## src/rtl/rotation_theta_tracker.sv

```systemverilog
`default_nettype none
// ============================================================================
//  Module      : rotation_theta_tracker
//  Description : Turns the raw IR once-per-revolution trip into a slice index.
//                It measures each revolution in clock cycles, splits that into
//                ROTATIONAL_RES equal slices, and steps dtheta once per slice
//                over the following revolution.
//  Revision    : 1.0  initial release
// ============================================================================
module rotation_theta_tracker #(
    parameter int ROTATIONAL_RES = 256,
    parameter int PERIOD_WIDTH   = 24,
    parameter int MIN_GAP_CYCLES = 12000
) (
    input  logic                              clk_in,
    input  logic                              rst_in,
    input  logic                              ir_tripped,
    output logic [$clog2(ROTATIONAL_RES)-1:0] dtheta,
    output logic                              slice_strobe,
    output logic                              locked,
    output logic [PERIOD_WIDTH-1:0]           period,
    output logic                              overrun
);

    localparam int                     c_theta_w   = $clog2(ROTATIONAL_RES);
    localparam logic [c_theta_w-1:0]   c_theta_max = c_theta_w'(ROTATIONAL_RES - 1);
    localparam logic [c_theta_w-1:0]   c_theta_one = c_theta_w'(1);
    localparam logic [PERIOD_WIDTH-1:0] c_gap_max  = '1;
    localparam logic [PERIOD_WIDTH-1:0] c_one      = PERIOD_WIDTH'(1);
    localparam logic [PERIOD_WIDTH-1:0] c_min_gap  = PERIOD_WIDTH'(MIN_GAP_CYCLES);

    typedef enum logic [1:0] {
        c_unlocked = 2'd0,
        c_acquire  = 2'd1,
        c_locked   = 2'd2
    } state_t;

    state_t                  r_state;
    logic                    r_ir_meta;
    logic                    r_ir_sync;
    logic                    r_ir_prev;
    logic [PERIOD_WIDTH-1:0] r_gap_cnt;
    logic [PERIOD_WIDTH-1:0] r_slice_cnt;
    logic [PERIOD_WIDTH-1:0] r_period;
    logic [c_theta_w-1:0]    r_dtheta;
    logic                    r_slice_strobe;
    logic                    r_locked;
    logic                    r_overrun;

    logic                    w_ir_rise;
    logic                    w_edge_ok;
    logic [PERIOD_WIDTH-1:0] w_gap_next;
    logic [PERIOD_WIDTH-1:0] w_new_slice_len;
    logic [PERIOD_WIDTH-1:0] w_slice_len;
    logic                    w_new_slice_zero;
    logic                    w_slice_last;
    logic                    w_gap_sat;
    logic                    w_gap_hit;

    // Two-flop synchroniser for the asynchronous sensor plus an edge-history flop
    always_ff @(posedge clk_in) begin
        if (rst_in) begin
            r_ir_meta <= 1'b0;
            r_ir_sync <= 1'b0;
            r_ir_prev <= 1'b0;
        end else begin
            r_ir_meta <= ir_tripped;
            r_ir_sync <= r_ir_meta;
            r_ir_prev <= r_ir_sync;
        end
    end

    // Edge qualification: bounce filter is bypassed until the first edge is taken
    assign w_ir_rise = r_ir_sync & ~r_ir_prev;
    assign w_edge_ok = w_ir_rise & ((r_gap_cnt >= c_min_gap) | (r_state == c_unlocked));

    // The count at the edge cycle excludes that cycle, hence the +1 for the period
    assign w_gap_next       = r_gap_cnt + c_one;
    assign w_new_slice_len  = w_gap_next >> c_theta_w;
    assign w_new_slice_zero = (w_new_slice_len == '0);
    assign w_slice_len      = r_period >> c_theta_w;
    assign w_slice_last     = (r_slice_cnt == (w_slice_len - c_one));
    assign w_gap_sat        = (r_gap_cnt == c_gap_max);
    assign w_gap_hit        = (r_gap_cnt == (c_gap_max - c_one));

    // Tracker FSM: gap counter, period capture, slice stepping and all outputs
    always_ff @(posedge clk_in) begin
        if (rst_in) begin
            r_state        <= c_unlocked;
            r_gap_cnt      <= '0;
            r_slice_cnt    <= '0;
            r_period       <= '0;
            r_dtheta       <= '0;
            r_slice_strobe <= 1'b0;
            r_locked       <= 1'b0;
            r_overrun      <= 1'b0;
        end else begin
            r_slice_strobe <= 1'b0;
            r_overrun      <= 1'b0;

            if (w_edge_ok) begin
                r_gap_cnt <= '0;
            end else if (!w_gap_sat) begin
                r_gap_cnt <= w_gap_next;
            end

            if (w_edge_ok) begin
                // An accepted edge takes priority over slice steps and overrun
                if (r_state == c_unlocked) begin
                    r_state <= c_acquire;
                end else begin
                    r_period <= w_gap_next;
                    if (w_new_slice_zero) begin
                        // Revolution too short to slice: fall back to acquiring
                        r_state  <= c_acquire;
                        r_locked <= 1'b0;
                        if (r_state == c_locked) begin
                            r_dtheta       <= '0;
                            r_slice_cnt    <= '0;
                            r_slice_strobe <= 1'b1;
                        end
                    end else begin
                        r_state        <= c_locked;
                        r_locked       <= 1'b1;
                        r_dtheta       <= '0;
                        r_slice_cnt    <= '0;
                        r_slice_strobe <= 1'b1;
                    end
                end
            end else if (w_gap_hit) begin
                // Counter is about to saturate: the rotor has stopped or the sensor died
                r_overrun   <= 1'b1;
                r_state     <= c_unlocked;
                r_locked    <= 1'b0;
                r_dtheta    <= '0;
                r_slice_cnt <= '0;
            end else if (r_state == c_locked) begin
                if (w_slice_last) begin
                    r_slice_cnt <= '0;
                    // Hold at the last slice if the revolution runs long; never wrap
                    if (r_dtheta != c_theta_max) begin
                        r_dtheta       <= r_dtheta + c_theta_one;
                        r_slice_strobe <= 1'b1;
                    end
                end else begin
                    r_slice_cnt <= r_slice_cnt + c_one;
                end
            end
        end
    end

    assign dtheta       = r_dtheta;
    assign slice_strobe = r_slice_strobe;
    assign locked       = r_locked;
    assign period       = r_period;
    assign overrun      = r_overrun;

endmodule
`default_nettype wire

```

## config.mk

```make
export PLATFORM = sky130hd
export DESIGN_NAME = rotation_theta_tracker
export DESIGN_NICKNAME = d
export VERILOG_FILES = /design/src/rtl/rotation_theta_tracker.sv
export SDC_FILE = /design/constraint.sdc
export NUM_CORES = 1
export LEC_CHECK = 0
export ABC_AREA = 1
export CORE_ASPECT_RATIO = 0.6
export CORE_MARGIN = 10
export CORE_UTILIZATION = 45
export CTS_BUF_LIST = sky130_fd_sc_hd__clkbuf_8
export CTS_CLUSTER_SIZE = 14
export DETAILED_ROUTE_END_ITERATION = 7
export PLACE_DENSITY = 0.67
export RECOVER_POWER = 100
export SLEW_MARGIN = 10
export SYNTH_ARGS = -nofsm -noshare
export SYNTH_HDL_FRONTEND = slang
export SYNTH_SLANG_ARGS = --single-unit
```

## constraint.sdc

```tcl
create_clock -name clk_in -period 3 [get_ports clk_in]
set_input_delay 0.9 -clock clk_in [delete_from_list [all_inputs] [get_ports clk_in]]
set_output_delay 0.9 -clock clk_in [all_outputs]
set_load 0.01 [all_outputs]
```

======== After elaboration in Yosys (flattened, before gate mapping) ========
Cells that the tools add are included.
word-level totals
  flip-flop bits (word level) ............. 88
  output and inout port bits .............. 35
cells by class
  bitwise gates (word level) .............. 5
  muxes and demuxes ....................... 32
  equal/unequal tests ..................... 7
  reduce and logical (&&, ||, !) cells .... 11
  magnitude comparators ................... 1
  $add $sub $neg .......................... 4
operator list
  operator                                                                 count
  24-bit two-way mux                                                       7
  8-bit two-way mux                                                        8
  24-bit by 1-bit adder with 24-bit output, second input constant          2
  24-bit equality test, second input constant                              2
  24-bit equality test                                                     1
  24-bit by 14-bit >= comparator with 1-bit output, second input constant  1
  24-bit zero test                                                         1
  16-bit by 1-bit subtractor with 17-bit output, second input constant     1
  1-bit two-way mux                                                        13
  3-bit nonzero test                                                       3
  8-bit by 1-bit adder with 8-bit output, second input constant            1
  2-bit two-way mux                                                        4
  8-bit inequality test, second input constant                             1
  5-bit AND reduction                                                      1
  2-bit AND reduction                                                      2
  3-bit by 2-bit inequality test with 1-bit output, second input constant  1
  3-bit AND reduction                                                      1
  1-bit bitwise AND                                                        2
  2-bit equality test, second input constant                               1
  2-bit zero test                                                          1
  2-bit inequality test, second input constant                             1
  1-bit inverter                                                           2
  2-bit nonzero test                                                       1
  2-bit OR reduction                                                       1
  1-bit OR                                                                 1

======== Logic depth before layout (Yosys ltp) ========
Gate-level depths: netlist (run 1).
  depth in word-level cells ............... 6
  mapped depth ............................ 19
  depth with buffers taken out ............ 18

======== Worst setup path after synthesis (run 1) ========
No wires, ideal clock.
  path type ............................... register to register
  from .................................... register r_period[8] (netlist: period[8])
  to ...................................... register r_dtheta[5] (netlist: dtheta[5])
  library setup time ...................... 0.113 ns
  period minus slack after synthesis ...... 2.295 ns
  stages on the path, launching flop included .. 19
  buffers on the path ..................... 1
  data arrival time ....................... 2.182 ns
  setup slack ............................. 0.705 ns
  cells stage by stage .................... dfxtp_1 clkinv_1 ha_1 inv_1 nand2_1 nand2_1 nor2_1 nand2_1 nor2_1 nand2_1 nor2_1 nand2_1 nor2_1 nand4_1 nand2_1 nand3_2 buf_6 nor2_1 nor2_1
on the way
  cells in the longest elaborated chain, start to end .. 4
ends and longest elaborated chain
  what                                           RTL line  source
  start: declaration                             44        logic [PERIOD_WIDTH-1:0] r_period;
  start signal: assignment                       112       r_period <= w_gap_next;
  16-bit by 1-bit subtractor with 17-bit output  82        assign w_slice_last = (r_slice_cnt == (w_slice_len - c_one));
  24-bit equality test                           82
  3-bit nonzero test (no line)                   -
  5-bit AND reduction (no line)                  -
  end signal: assignment                         142       r_dtheta <= r_dtheta + c_theta_one;
  end: declaration                               45        logic [c_theta_w-1:0] r_dtheta;
Every way passes these cells.
A chain may end at the register's enable or synchronous reset.

======== Worst setup path after layout (run 1) ========
  from .................................... register r_gap_cnt[1]
  to ...................................... register r_slice_cnt[21]
on the way
  cells in the longest elaborated chain, start to end .. 5
ends and longest elaborated chain
  what                                                                                                          RTL line  source
  start: declaration                                                                                            42        logic [PERIOD_WIDTH-1:0] r_gap_cnt;
  start signal: assignment                                                                                      104       r_gap_cnt <= w_gap_next;
  24-bit by 1-bit adder with 24-bit output or 24-bit by 14-bit >= comparator with 1-bit output (tied branches)  78, 75
  24-bit zero test or 1-bit OR (tied branches)                                                                  80, 75
  24-bit two-way mux or 1-bit bitwise AND (tied branches)                                                       113, 75
  24-bit two-way mux (tied with other cells)                                                                    109       if (r_state == c_unlocked) begin
  24-bit two-way mux or 3-bit AND reduction (tied branches)                                                     -
  end signal: assignment                                                                                        146       r_slice_cnt <= r_slice_cnt + c_one;
  end: declaration                                                                                              43        logic [PERIOD_WIDTH-1:0] r_slice_cnt;
Parallel ways exist; a longest one is shown, timed or not. The select of a mux whose other input is x is not followed.

==> results of run 1 <==
[critical path, stage by stage (launching register included)]
cell	delay (ns)
dfxtp_2	0.41
ha_1	0.24
nand3_1	0.15
nor2_2	0.26
nand4_1	0.16
nand2_1	0.14
nand2_1	0.06
nor2_1	0.13
nand2_2	0.08
nor2_4	0.15
nand2_2	0.09
nand2_2	0.11
nand2_4	0.19
clkbuf_4	0.26
nand3_1	0.08
nand2_1	0.05
nand2_1	0.06
nor2_1	0.04
[cell families after synthesis]
logic type | Yosys count | share of synthesized area
flops | 88 | 0.302
compound gates | 102 | 0.0985
simple gates | 573 | 0.440
fa+ha+maj | 6 | 0.0129
buf+inv | 139 | 0.0949
xor+xnor | 34 | 0.0511
[per-stage QoR]
step | worst slack, ns | std cells | area (sq um)
after floorplan | 0.705 | 942 | 5830
after CTS | 0.227 | 1158 | 6640
after global placement | 0.288 | 1142 | 6420
final | 0.244 | 1158 | 6620
after global routing | 0.0175 | 1158 | 6620
after detailed placement | 0.250 | 1142 | 6420
[flip-flops by register name (all words and copies together), names as in the netlist, 2 cells and up]
| name | flops |
|---|---|
| dtheta | 8 |
| r_gap_cnt | 24 |
| period | 24 |
| r_state | 2 |
| r_slice_cnt | 24 |
[layer usage]
layer  wire, um  vias to the layer above  part of all wire  track usage
li1           -                     3129                 -            -
met1       9190                     2720              0.53        0.307
met2       6060                      267              0.35        0.249
met4         95                        0            0.0055       0.0306
met5          0                        -                 0            0
met3       2060                        9              0.12       0.0591
[repair_timing]
action                     CTS  global route
setup buffers                0             0
setup endpoints to repair    0            23
resized for setup            0             3
hold buffers                 0             0
[path summary, 6_finish.rpt]
path,depth (start not counted),end,slack [ns]
setup / recovery,17,r_slice_cnt[21]$_SDFFE_PP0P_,0.24
hold / removal,2,r_ir_sync$_SDFF_PP0_,0.41
setup reg to reg,17,r_slice_cnt[21]$_SDFFE_PP0P_,0.24
hold reg to reg,2,r_ir_sync$_SDFF_PP0_,0.41
[where the power goes]
group	internal (W)	total [W]	switching [W]
combinational	0.0000586	0.000195	0.000136
sequential	0.00118	0.00119	0.0000108
clock	0.000414	0.000940	0.000526
[cell usage after synthesis (4+ instances only)]
library cell	instances	share of area
inv_1	112	0.072
xor2_1	25	0.038
dfxtp_1	88	0.30
o21ai_1	6	0.0052
nand2_2	11	0.012
nor3_1	18	0.015
a21oi_1	45	0.039
nand3b_1	7	0.0090
nand2_1	243	0.16
o21ai_0	28	0.024
xnor2_1	9	0.014
nor2_2	11	0.012
nor2_4	6	0.012
nor4_1	5	0.0054
nand2_4	4	0.0077
nand3_1	84	0.072
a31oi_1	10	0.011
clkbuf_1	18	0.012
a21oi_2	9	0.014
nand4_1	36	0.039
ha_1	6	0.013
nor2_1	143	0.092
[layout make-up]
| class | instances | area [sq um] | share of cell area |
|---|---|---|---|
| multi-input cells | 715 | 3500 | 0.530 |
| flip-flops and latches | 88 | 1760 | 0.266 |
| repair buffers | 54 | 484 | 0.0732 |
| inverters | 115 | 432 | 0.0652 |
| well taps | 170 | 213 | 0.0321 |
| clock buffers | 9 | 124 | 0.0187 |
| clock inverters | 7 | 97.6 | 0.0147 |
==> out/metrics.yaml, run 1 <==
status: "finished clean"
cts_num_sinks: 88
final_cell_mix: "nand2_1 (244), nor2_1 (143), inv_1 (113), dfxtp_1 (87), nand3_1 (84)"
grt_pass1_wl_mm: 29.1
power_density_mw_per_mm2: 351
gr-total-overflow: 0
start_kind: "flop"
fmax_mhz: 363
p_leak_nw: 2.91
yosysUniqueCellTypes: 34
nets: 992
r2r_start: "r_gap_cnt[1]$_SDFFE_PP0P_"
period_share: 0.919
hp-start: "r_ir_meta$_SDFF_PP0_"
gp_congestion: 0.909
synthArstFlopShare: 0
ant_nets: 0
dieWidth_um: 167
ys_seq_elements: 88
numCtsBuffers: 9
vias_per_cell: 5.29
irDropWorstVdd_mv: 0.206
startpoint: "r_gap_cnt[1]$_SDFFE_PP0P_"
seq_area_frac_synth: 0.302
wl_mm: 17.4
htree_levels: 3
clock_skew_ns: 0.0166
synth-edff-count: 0
track_usage: 0.195
rsz0062_at_grt: "false"
die_y_um: 108
cts_tree: "built"
finalMaxSlewViolations: 0
antenna_found_initial: 0
io_pins: 38
syn_nets: 951
max_slew.worst_pin.slew_ns: 1.30
drt_iter0_drc: 594
start_util: 0.456
setup_violations: 0
port_buffers: 37
core-area_sq_mm: 0.0128
drive_above_1_share: 0.0749
grt_pass1_vias: 5519
vias: 6125
clk_path_buf_depth: 2
final_common_cell: "nand2_1"
finalPower_w: 0.00232
worstSetupPathType: "reg2reg"
timing.max_cap.violations: 0
post-dp-hpwl_mm: 13.5
antenna_cells: 0
path_clk_slew_ns: 0.11
num_rows: 32
cts_root_buf: "clkbuf_8"
hold_viol: 0
grt_max_degree: 32
fin_util: 0.518
hp-class: "reg2reg"
worstSkewPairLatency_ns: 0.38
syn_area_sq_mm: 0.00583
dieArea_sq_mm: 0.0181
tns_ns: 0
routedWlPerCell_um: 15.0
fin_crit_ns: 2.76
synth.avg_cell_area_sq_um: 6.19
cp.arrival_ns: 3.04
synth-main-ff-cell: "dfxtp_1"
path_max_fanout: 23
drc_errors: 0
dr.pass1.iters: 5
area_delta_synth_final_pct: 13.5
max_slew_margin: 0.136
cp.required_ns: 3.28
fillCellCount: 1347
endpoint_kind: "flop"
syn_inst: 942
yosys_warnings: 0
holdWs_ns: 0.415
No activity file was read; power rests on OpenSTA's default activity.
==> run 2, diff against run 1 <==
- SLEW_MARGIN: 10 -> 25
==> results of run 2 <==
The final DEF is identical to that of run 1; final timing and power are the same.
